--- config.mk ---
export PLATFORM = sky130hd
export DESIGN_NAME = fifo_nibble_packer
export DESIGN_NICKNAME = d
export VERILOG_FILES = /design/src/rtl/fifo_pack_pkg.sv /design/src/rtl/pack_timeout_timer.sv /design/src/rtl/fifo_nibble_packer.sv
export SDC_FILE = /design/constraint.sdc
export NUM_CORES = 1
export LEC_CHECK = 0
export CORE_MARGIN = 5
export CORE_UTILIZATION = 43
export CTS_CLUSTER_DIAMETER = 120
export DETAILED_ROUTE_END_ITERATION = 8
export PLACE_DENSITY = 0.73
export REMOVE_ABC_BUFFERS = 1
export SLEW_MARGIN = 30
export SYNTH_ARGS = -nofsm -noshare
export SYNTH_HDL_FRONTEND = slang
export SYNTH_SLANG_ARGS = --single-unit
--- constraint.sdc ---
create_clock -name clk -period 1.15 [get_ports clk]
set_input_delay 0.1725 -clock clk [delete_from_list [all_inputs] [get_ports clk]]
set_output_delay 0.1725 -clock clk [all_outputs]
set_load 0.01 [all_outputs]
--- src/rtl/fifo_pack_pkg.sv ---
// Shared types and sizing helpers for the FIFO nibble packer.
// Optional partial-word flush is built when FIFO_PACK_TIMEOUT_EN is defined.
package fifo_pack_pkg;

    typedef enum logic {
        COLLECT = 1'b0,
        HOLD    = 1'b1
    } state_t;

    localparam int PKG_NIBBLE_WIDTH   = 4;
    localparam int PKG_PACK_FACTOR    = 2;
    localparam int PKG_TIMEOUT_CYCLES = 255;

    localparam int OUT_WIDTH = PKG_NIBBLE_WIDTH * PKG_PACK_FACTOR;
    localparam int IDX_WIDTH = $clog2(PKG_PACK_FACTOR);
    localparam int TMR_WIDTH = $clog2(PKG_TIMEOUT_CYCLES + 1);

    function automatic int calc_out_width(input int nibble_width, input int pack_factor);
        return nibble_width * pack_factor;
    endfunction

    function automatic int calc_idx_width(input int pack_factor);
        return $clog2(pack_factor);
    endfunction

    function automatic int calc_tmr_width(input int timeout_cycles);
        return $clog2(timeout_cycles + 1);
    endfunction

endpackage

--- src/rtl/pack_timeout_timer.sv ---
// Idle counter for partial-word flush; saturates at TIMEOUT_CYCLES.
// Only instantiated when FIFO_PACK_TIMEOUT_EN is defined.
module pack_timeout_timer
    import fifo_pack_pkg::*;
#(
    parameter int TIMEOUT_CYCLES = PKG_TIMEOUT_CYCLES
) (
    input  logic clk,
    input  logic rst_n,
    input  logic i_clear,
    input  logic i_enable,
    output logic o_expired
);

    localparam int TW = calc_tmr_width(TIMEOUT_CYCLES);
    localparam logic [TW-1:0] LIMIT = TW'(TIMEOUT_CYCLES);

    logic [TW-1:0] r_count;

    always_ff @(posedge clk or negedge rst_n) begin
        if (!rst_n) begin
            r_count <= '0;
        end else if (i_clear) begin
            r_count <= '0;
        end else if (i_enable && (r_count != LIMIT)) begin
            r_count <= r_count + 1'b1;
        end
    end

    assign o_expired = (r_count == LIMIT);

endmodule

--- src/rtl/fifo_nibble_packer.sv ---
// Pops nibbles from a FWFT FIFO and packs PACK_FACTOR of them (first in LSBs) into a word.
// Define FIFO_PACK_TIMEOUT_EN to flush idle partial words after TIMEOUT_CYCLES.
module fifo_nibble_packer
    import fifo_pack_pkg::*;
#(
    parameter int NIBBLE_WIDTH   = PKG_NIBBLE_WIDTH,
    parameter int PACK_FACTOR    = PKG_PACK_FACTOR,
    parameter int TIMEOUT_CYCLES = PKG_TIMEOUT_CYCLES
) (
    input  logic                                clk,
    input  logic                                rst_n,
    input  logic                                fifo_empty,
    input  logic [NIBBLE_WIDTH-1:0]             fifo_read_data,
    output logic                                fifo_read_increment,
    output logic [NIBBLE_WIDTH*PACK_FACTOR-1:0] out_data,
    output logic                                out_valid,
    input  logic                                out_ready,
    output logic                                out_partial,
    output state_t                              o_dbg_state
);

    localparam int OW = calc_out_width(NIBBLE_WIDTH, PACK_FACTOR);
    localparam int IW = calc_idx_width(PACK_FACTOR);
    localparam logic [IW-1:0] LAST_IDX = IW'(PACK_FACTOR - 1);

    if ((PACK_FACTOR < 2) || (PACK_FACTOR > 8) || (TIMEOUT_CYCLES < 1)) begin : g_bad_params
        $error("fifo_nibble_packer: illegal PACK_FACTOR or TIMEOUT_CYCLES");
    end

    state_t          r_state, w_state_n;
    logic [IW-1:0]   r_idx, w_idx_n;
    logic [OW-1:0]   r_data, w_data_n;
    logic            r_valid, w_valid_n;
    logic            r_partial, w_partial_n;
    logic            r_armed;
    logic            w_pop;
    logic            w_expired;

`ifdef FIFO_PACK_TIMEOUT_EN
    // Counter runs only while a partial word sits idle; leaving COLLECT or popping restarts it.
    pack_timeout_timer #(
        .TIMEOUT_CYCLES(TIMEOUT_CYCLES)
    ) u_timer (
        .clk       (clk),
        .rst_n     (rst_n),
        .i_clear   (w_pop || (r_state == HOLD)),
        .i_enable  ((r_state == COLLECT) && (r_idx != '0) && !w_pop),
        .o_expired (w_expired)
    );
`else
    assign w_expired = 1'b0;
`endif

    // A pending flush wins over a pop so the flushed word never mixes with new data.
    assign w_pop = r_armed && rst_n && !fifo_empty &&
                   (((r_state == COLLECT) && !(w_expired && (r_idx != '0))) ||
                    ((r_state == HOLD) && out_ready));

    always_comb begin
        w_state_n   = r_state;
        w_idx_n     = r_idx;
        w_data_n    = r_data;
        w_valid_n   = r_valid;
        w_partial_n = r_partial;
        case (r_state)
            COLLECT: begin
                if (w_pop) begin
                    w_data_n[int'(r_idx)*NIBBLE_WIDTH +: NIBBLE_WIDTH] = fifo_read_data;
                    if (r_idx == LAST_IDX) begin
                        w_state_n   = HOLD;
                        w_valid_n   = 1'b1;
                        w_partial_n = 1'b0;
                        w_idx_n     = '0;
                    end else begin
                        w_idx_n = r_idx + 1'b1;
                    end
                end else if (w_expired && (r_idx != '0)) begin
                    w_state_n   = HOLD;
                    w_valid_n   = 1'b1;
                    w_partial_n = 1'b1;
                    w_idx_n     = '0;
                end
            end
            HOLD: begin
                if (out_ready) begin
                    w_state_n   = COLLECT;
                    w_valid_n   = 1'b0;
                    w_partial_n = 1'b0;
                    w_data_n    = '0;
                    if (w_pop) begin
                        w_data_n[NIBBLE_WIDTH-1:0] = fifo_read_data;
                        w_idx_n = IW'(1);
                    end else begin
                        w_idx_n = '0;
                    end
                end
            end
            default: begin
                w_state_n = COLLECT;
            end
        endcase
    end

    always_ff @(posedge clk or negedge rst_n) begin
        if (!rst_n) begin
            r_state   <= COLLECT;
            r_idx     <= '0;
            r_data    <= '0;
            r_valid   <= 1'b0;
            r_partial <= 1'b0;
            r_armed   <= 1'b0;
        end else begin
            r_state   <= w_state_n;
            r_idx     <= w_idx_n;
            r_data    <= w_data_n;
            r_valid   <= w_valid_n;
            r_partial <= w_partial_n;
            r_armed   <= 1'b1;
        end
    end

    assign fifo_read_increment = w_pop;
    assign out_data            = r_data;
    assign out_valid           = r_valid;
    assign out_partial         = r_partial;
    assign o_dbg_state         = r_state;

endmodule
==> results by group, run 1 <==
Outcome
  – Status: finished, violations left
  – Failing checks: negative setup slack

Cells and area
  – FILL cells: 99
  – Final core utilization: 0.735
  – Layout overhead on the synthesized area: 57.9%
  – Area taken by multi-input logic gates: 313 um^2
  – Antenna fix cells: 0
  – Nets@finish: 104
  – FF+latch area: roughly 300 um^2
  – Proportion of layout cells with a drive suffix above 1: 0.298

CTS
  – CTS clk-pin slew, worst paths: 70 ps
  – CTS Buf Count: 3
  – CTS max path bufs: 2
  – CTS tree: done
  – Root Driver: clkbuf_4
  – Clk sinks: 12
  – H-tree depth: 1
  – Clock latency at the later pin of the worst-skew pair: 270 ps

Detailed routing
  – Vias post-DR: roughly 600
  – Routed Antenna Nets: 0
  – Final wirelength: approximately 1.6 mm
  – WL per Instance: around 15 um
  – DRT iter0 DRCs: 7
  – TritonRoute pass-1 iters: 4
  – Avg Vias per Cell: roughly 5.5
  – Post-route DRC: 0

STA
  – Worst-Margin Slew: around 570 ps
  – Fmax: 0.788 GHz
  – Period Utilization, post-route: 1.10
  – Relative slew slack: 0.622
  – Hold Slack: around 500 ps
  – Fin. Hold Viols: 0
  – Setup WS post-layout: -119 ps
  – Max-slew violation count: 0
  – Finish-stage setup viols: 5
  – Unrepaired setup endpoints after global routing: yes
  – Final worst path period need: approximately 1300 ps
  – Skew final: ~11 ps

Worst setup path
  – WP data required: 980 ps
  – CP max stage delay: about 400 ps
  – CP Depth: 3
  – Reg2reg setup slack: -110 ps
  – Reg2reg path depth: 4
  – Crit-path cells: and3b_1 > nor2b_1 > buf_2
  – Crit path max-delay family: flip-flops
  – Crit Path Class: flip-flop to output port
  – CP startpoint kind: flip-flop
  – Setup crit end kind: output port
  – Cell with the largest stage delay on the worst path: dfrtp_1
  – Buf/Inv on CP: 1
  – Max FO, Critical Path: 2
  – CP Data Arrival Time: between 1000 and 1500 ps

Logic synthesis
  – Synth Area in XOR/XNOR: 0
  – Count of cell types in the netlist: 22
  – Compound-Gate Fraction of Synth Area: 0.119
  – Area share of and/or/nand/nor cells after synthesis: 0.250
  – Mux cell area share after synthesis: 0.0806
  – Mapped Area: approximately 620 um^2
  – Largest family of logic cells by synthesized area: simple AND/OR/NAND/NOR gates
  – Syn. warnings: 0
  – #FFs+latches synth: 12
  – Avg Cell Area, Syn: between 10 and 15 um^2
  – Synth Instances: 61
  – Post-synthesis sequential area ratio: 0.484
  – Adder-Cell Fraction of Synth Area: 0

Power and ir drop
  – LEAKAGE: slightly below 0.0005 uW
  – Pwr/cell area: between 1500 and 2000 nW/um^2
  – Sw Share: 0.336
  – Switch Pwr: 614 uW
  – Gate power share: 0.477
  – Power Internal: ~1200 uW
  – Sequential cell fraction of total power: 0.386
  – Clock Power Share: 0.137
  – Max VDD drop: ~0.0012 V
  – Power consumption: about 1800 uW

Placement
  – RePlAce Congestion: 0.787
  – HPWL Detailed: between 1 and 1.5 mm
  – I/O Buffers: 18
  – Setup WS pre-CTS: -562 ps

Floorplan
  – Core area: around 1300 um^2
  – Initial core utilization: 0.465
  – Die width: between 40 and 50 um
  – Die area: ~2300 um^2
  – Rows: 13
  – Die height: about 48 um
  – I/O pin count: 20

GRT
  – Global-route wire length before repair: about 2.6 mm
  – Remaining Overflow, GRT: 0
  – Antenna violations before repair: 0
  – Global Route Usage Sum: 0.167
  – Number of global-route vias before repair: 568
  – Largest net degree at the start of global routing: 13

Job
  – Max Cap Viol: 0

Min path
  – Hold Path Class: flip-flop to flip-flop
  – Worst hold stages: 2
[power by group through the flow]
| stage | Sequential, uW | Combinational, uW | Clock, uW |
|---|---|---|---|
| 2_1_floorplan | 785 | 236 | 0 |
| 3_3_place_gp | 702 | 749 | 0 |
| 3_5_place_dp | 716 | 760 | 0 |
| 4_1_cts | 703 | 723 | 255 |
| 5_1_grt | 729 | 959 | 278 |
| 6_report | 705 | 871 | 250 |
[sequential cells by signal (all words and copies together), names as in the netlist]
signal / flops
out_valid: 1
out_data: 8
o_dbg_state: 1
r_idx: 1
r_armed: 1
[synth_stat cells, drive strengths merged]
cell,count,area share
a211oi,1,0.012
a21oi,1,0.0081
a32oi,4,0.056
and3b,1,0.014
and4bb,1,0.026
buf,4,0.036
clkbuf,1,0.0060
conb,2,0.012
dfrtp,12,0.48
inv,2,0.012
mux2i,5,0.081
nand2,4,0.024
nand3,4,0.032
nand4,4,0.040
nand4b,1,0.014
nor2,2,0.012
nor2b,2,0.020
o21ai,4,0.032
o22ai,1,0.010
or2,1,0.010
or3b,4,0.056
[cell usage in the layout (no fill, tap or decap), types with 2 or more instances in the layout]
cell type        synthesis  routed
a32oi_1                  4       4
buf_4                    1      11
buf_6                    0       6
clkbuf_4                 0       3
clkdlybuf4s15_1          0       5
clkdlybuf4s50_1          0       5
conb_1                   2       2
dfrtp_1                 12      12
dlygate4sd2_1            0       6
inv_1                    2       2
mux2i_1                  5       4
nand2_1                  4       4
nand3_2                  0       3
nand4_1                  4       4
nor2b_1                  2       2
o21ai_1                  4       4
or3b_1                   4       4
[worst min-delay path: stages (launching register included)]
cell	delay, ps
dfrtp_1	360
nand2_1	50
o21ai_1	60
[what timing repair did]
action / CTS / global route
pin swaps: 1 / 4
hold buffers: 1 / 0
hold endpoints to repair: 12 / 0
gates resized for setup: 26 / 11
endpoints found under the setup margin: 21 / 21
buffers inserted: 5 / 5
[path summary, 6_finish.rpt]
path	start	end
max reg2reg	r_armed	out_data[3]
max	r_armed	fifo_read_increment
min	out_data[4]	out_data[4]
min in group asynchronous	rst_n	out_data[5]
min reg2reg	out_data[4]	out_data[4]
max in group asynchronous	rst_n	out_valid
[cell families after synthesis]
logic type,Yosys count
other cells,2
simple gates,24
compound gates,11
mux,5
buf+inv,7
flops,12
[layer usage]
| metal | vias to the layer above | GRT usage | wire length, um |
|---|---|---|---|
| met2 | 22 | 0.266 | 810 |
| li1 | 289 | - | - |
| met3 | 4 | 0.0564 | 99 |
| met4 | 0 | 0.0806 | 27 |
| met1 | 287 | 0.201 | 692 |
| met5 | - | 0 | 0 |
[metrics by stage]
| step | std cells | area, um^2 | TNS (ps) |
|---|---|---|---|
| finish | 109 | 980 | -542 |
| global route | 109 | 980 | -846 |
| CTS | 105 | 921 | -510 |
| floorplan | 56 | 594 | -1250 |
| detailed placement | 96 | 846 | -4580 |
| global placement | 96 | 846 | -4410 |
[cell type report]
| type | instances | area share |
|---|---|---|
| tap | 15 | 0.0192 |
| sequential | 12 | 0.307 |
| clock buffer | 3 | 0.0230 |
| multi-input combinational | 42 | 0.319 |
| timing repair buffer | 35 | 0.324 |
| inverter | 2 | 0.00766 |
Power figures use the tool's default switching activity.
==> run 2: changes to the inputs <==
TNS_END_PERCENT = 30   (was not set)
==> run 2 against run 1 <==
The flow still finishes with violations (negative setup slack); first-iteration DRC count increased by 140%; global-route usage decreased by 0.15 points; combinational power decreased by 7.3%; clock power about the same; sequential power increased by 1%; setup slack got worse by 29 ps; via count increased by 4.3%; count of clock-buffer cells in the layout unchanged; worst hold slack got worse by 47 ps; cell count increased by 1.8%; maximum frequency decreased by 2.2%; critical endpoint is now out_data[1]; largest cell class unchanged; largest power group unchanged; highest routed layer unchanged.
==> results by group, run 2 (same netlist as run 1, synthesis figures left out) <==
Placement
  – I/O Buffers: 18 (unchanged)
  – RePlAce Congestion: 0.787 (unchanged)
  – HPWL Detailed: 1.11 mm (unchanged)
  – Setup WS pre-CTS: -562 ps (unchanged)

Floorplan
  – Rows: 13 (unchanged)
  – Initial core utilization: 0.465 (unchanged)
  – Core area: 1330 um^2 (unchanged)
  – Die area: 2300 um^2 (unchanged)
  – Die height: 48.0 um (unchanged)
  – Die width: 48.0 um (unchanged)
  – I/O pin count: 20 (unchanged)

CTS
  – Clock latency at the later pin of the worst-skew pair: 280 ps (was 270 ps)
  – Root Driver: clkbuf_4 (unchanged)
  – CTS Buf Count: 3 (unchanged)
  – CTS max path bufs: 2 (unchanged)
  – CTS tree: done (unchanged)
  – CTS clk-pin slew, worst paths: 60 ps (was 70 ps)
  – Clk sinks: 12 (unchanged)
  – H-tree depth: 1 (unchanged)

STA
  – Fmax: 0.770 GHz (was 0.788 GHz)
  – Max-slew violation count: 0 (unchanged)
  – Final worst path period need: 1300 ps (was 1270 ps)
  – Unrepaired setup endpoints after global routing: yes (unchanged)
  – Setup WS post-layout: -148 ps (was -119 ps)
  – Finish-stage setup viols: 11 (was 5)
  – Period Utilization, post-route: 1.13 (was 1.10)
  – Fin. Hold Viols: 0 (unchanged)
  – Hold Slack: 463 ps (was 510 ps)
  – Skew final: 9.26 ps (was 10.5 ps)

GRT
  – Global-route wire length before repair: 2.58 mm (was 2.60 mm)
  – Number of global-route vias before repair: 561 (was 568)
  – Global Route Usage Sum: 0.166 (was 0.167)
  – Largest net degree at the start of global routing: 15 (was 13)
  – Antenna violations before repair: 0 (unchanged)
  – Remaining Overflow, GRT: 0 (unchanged)

Job
  – Max Cap Viol: 0 (unchanged)

Min path
  – Hold Path Class: primary input to asynchronous set/reset pin (was flip-flop to flip-flop)

Power and ir drop
  – LEAKAGE: 0.000507 uW (was 0.000496 uW)
  – Max VDD drop: 0.00122 V (was 0.00121 V)
  – Pwr/cell area: 1760 nW/um^2 (was 1860 nW/um^2)

Worst setup path
  – Setup crit end kind: flip-flop (was output port)
  – WP data required: 1360 ps (was 980 ps)
  – Crit Path Class: flip-flop to flip-flop (was flip-flop to output port)
  – CP Data Arrival Time: 1500 ps (was 1100 ps)
  – Max FO, Critical Path: 8 (was 2)
  – CP startpoint kind: flip-flop (unchanged)

Cells and area
  – Max FFs per register: 8 (unchanged)
  – Antenna fix cells: 0 (unchanged)
  – FILL cells: 92 (was 99)
  – Area taken by multi-input logic gates: 313 um^2 (unchanged)
  – Commonest non-fill, non-tap cell in the layout: buf_4 (was dfrtp_1)
  – Proportion of layout cells with a drive suffix above 1: 0.313 (was 0.298)
  – Nets@finish: 106 (was 104)
  – Layout overhead on the synthesized area: 61.7% (was 57.9%)
  – FF+latch area: 300 um^2 (unchanged)
  – Most frequent cells in the layout: buf_4, dfrtp_1, clkdlybuf4s15_1 (was dfrtp_1, buf_4, dlygate4sd2_1, buf_6)

Detailed routing
  – Vias post-DR: 628 (was 602)
  – DRT iter0 DRCs: 17 (was 7)
  – Avg Vias per Cell: 5.66 (was 5.52)
  – TritonRoute pass-1 iters: 4 (unchanged)
  – Final wirelength: 1.76 mm (was 1.63 mm)
  – Routed Antenna Nets: 0 (unchanged)
  – WL per Instance: 15.8 um (was 15.0 um)
  – Post-route DRC: 0 (unchanged)

Outcome
  – Status: finished, violations left (unchanged)
  – Failing checks: negative setup slack (unchanged)
==> run 2: changes by cell type in the layout (fill, tap and decap cells not counted), sizes merged <==
cell           change
dlygate4sd2        -5
clkdlybuf4s15      +4
buf                +2
dlymetal6s2s       +1
==> run 2: worst paths after layout <==
path | startpoint | end | slack, ps | depth (start not counted)
setup / recovery | r_armed | out_data[1] | -150 | 4
hold / removal | rst_n | out_data[0] | 460 | 3
setup reg to reg | r_armed | out_data[1] | -150 | 4
hold reg to reg | out_data[4] | out_data[4] | 520 | 2
max in group asynchronous | rst_n | out_valid | 350 | 4
min in group clk | out_data[4] | out_data[4] | 520 | 2
==> run 2: cell type report <==
type / count / share of cell area
Clock buffer: 3 / 0.0224
Inverter: 2 / 0.00748
Multi-Input combinational cell: 42 / 0.312
Sequential cell: 12 / 0.299
Tap cell: 15 / 0.0187
Timing Repair Buffer: 37 / 0.340
==> run 2: worst max-delay path, cell delays in order, from the launching register on <==
cell and delay, ps:
dfrtp_1 400, buf_4 140, and4bb_4 210, or3b_1 400, nand3_2 80
==> run 2: timing repair <==
| item | in CTS | in global routing |
|---|---|---|
| hold endpoints to repair | 0 | 12 |
| gates resized for setup | 21 | 19 |
| hold buffers | 0 | 1 |
| pin swaps | 0 | 2 |
| endpoints found under the setup margin | 21 | 21 |
| setup buffers | 5 | 6 |
==> run 2: per-layer routing <==
layer,up-vias,global-route usage,share of wire
met5,-,0,0
met4,0,0.0699,0.015
met3,5,0.0564,0.063
met2,26,0.261,0.53
met1,304,0.206,0.39
li1,293,-,-
==> run 2: power by group <==
group | internal, uW | switching [uW] | total [uW]
sequential | 586 | 127 | 713
clock | 121 | 130 | 251
combinational | 453 | 354 | 807
total | 1160 | 610 | 1770
==> run 2: stage by stage <==
step | area, um^2 | total power (uW) | TNS (ps) | util | std cells
6_report | 1000 | 1770 | -717 | 0.752 | 111
5_1_grt | 1000 | 1910 | -1150 | 0.752 | 111
4_1_cts | 907 | 1670 | -1020 | 0.680 | 104
3_5_place_dp | 846 | 1480 | -4580 | 0.634 | 96
3_3_place_gp | 846 | 1450 | -4410 | 0.634 | 96
2_1_floorplan | 594 | 1020 | -1250 | - | 56
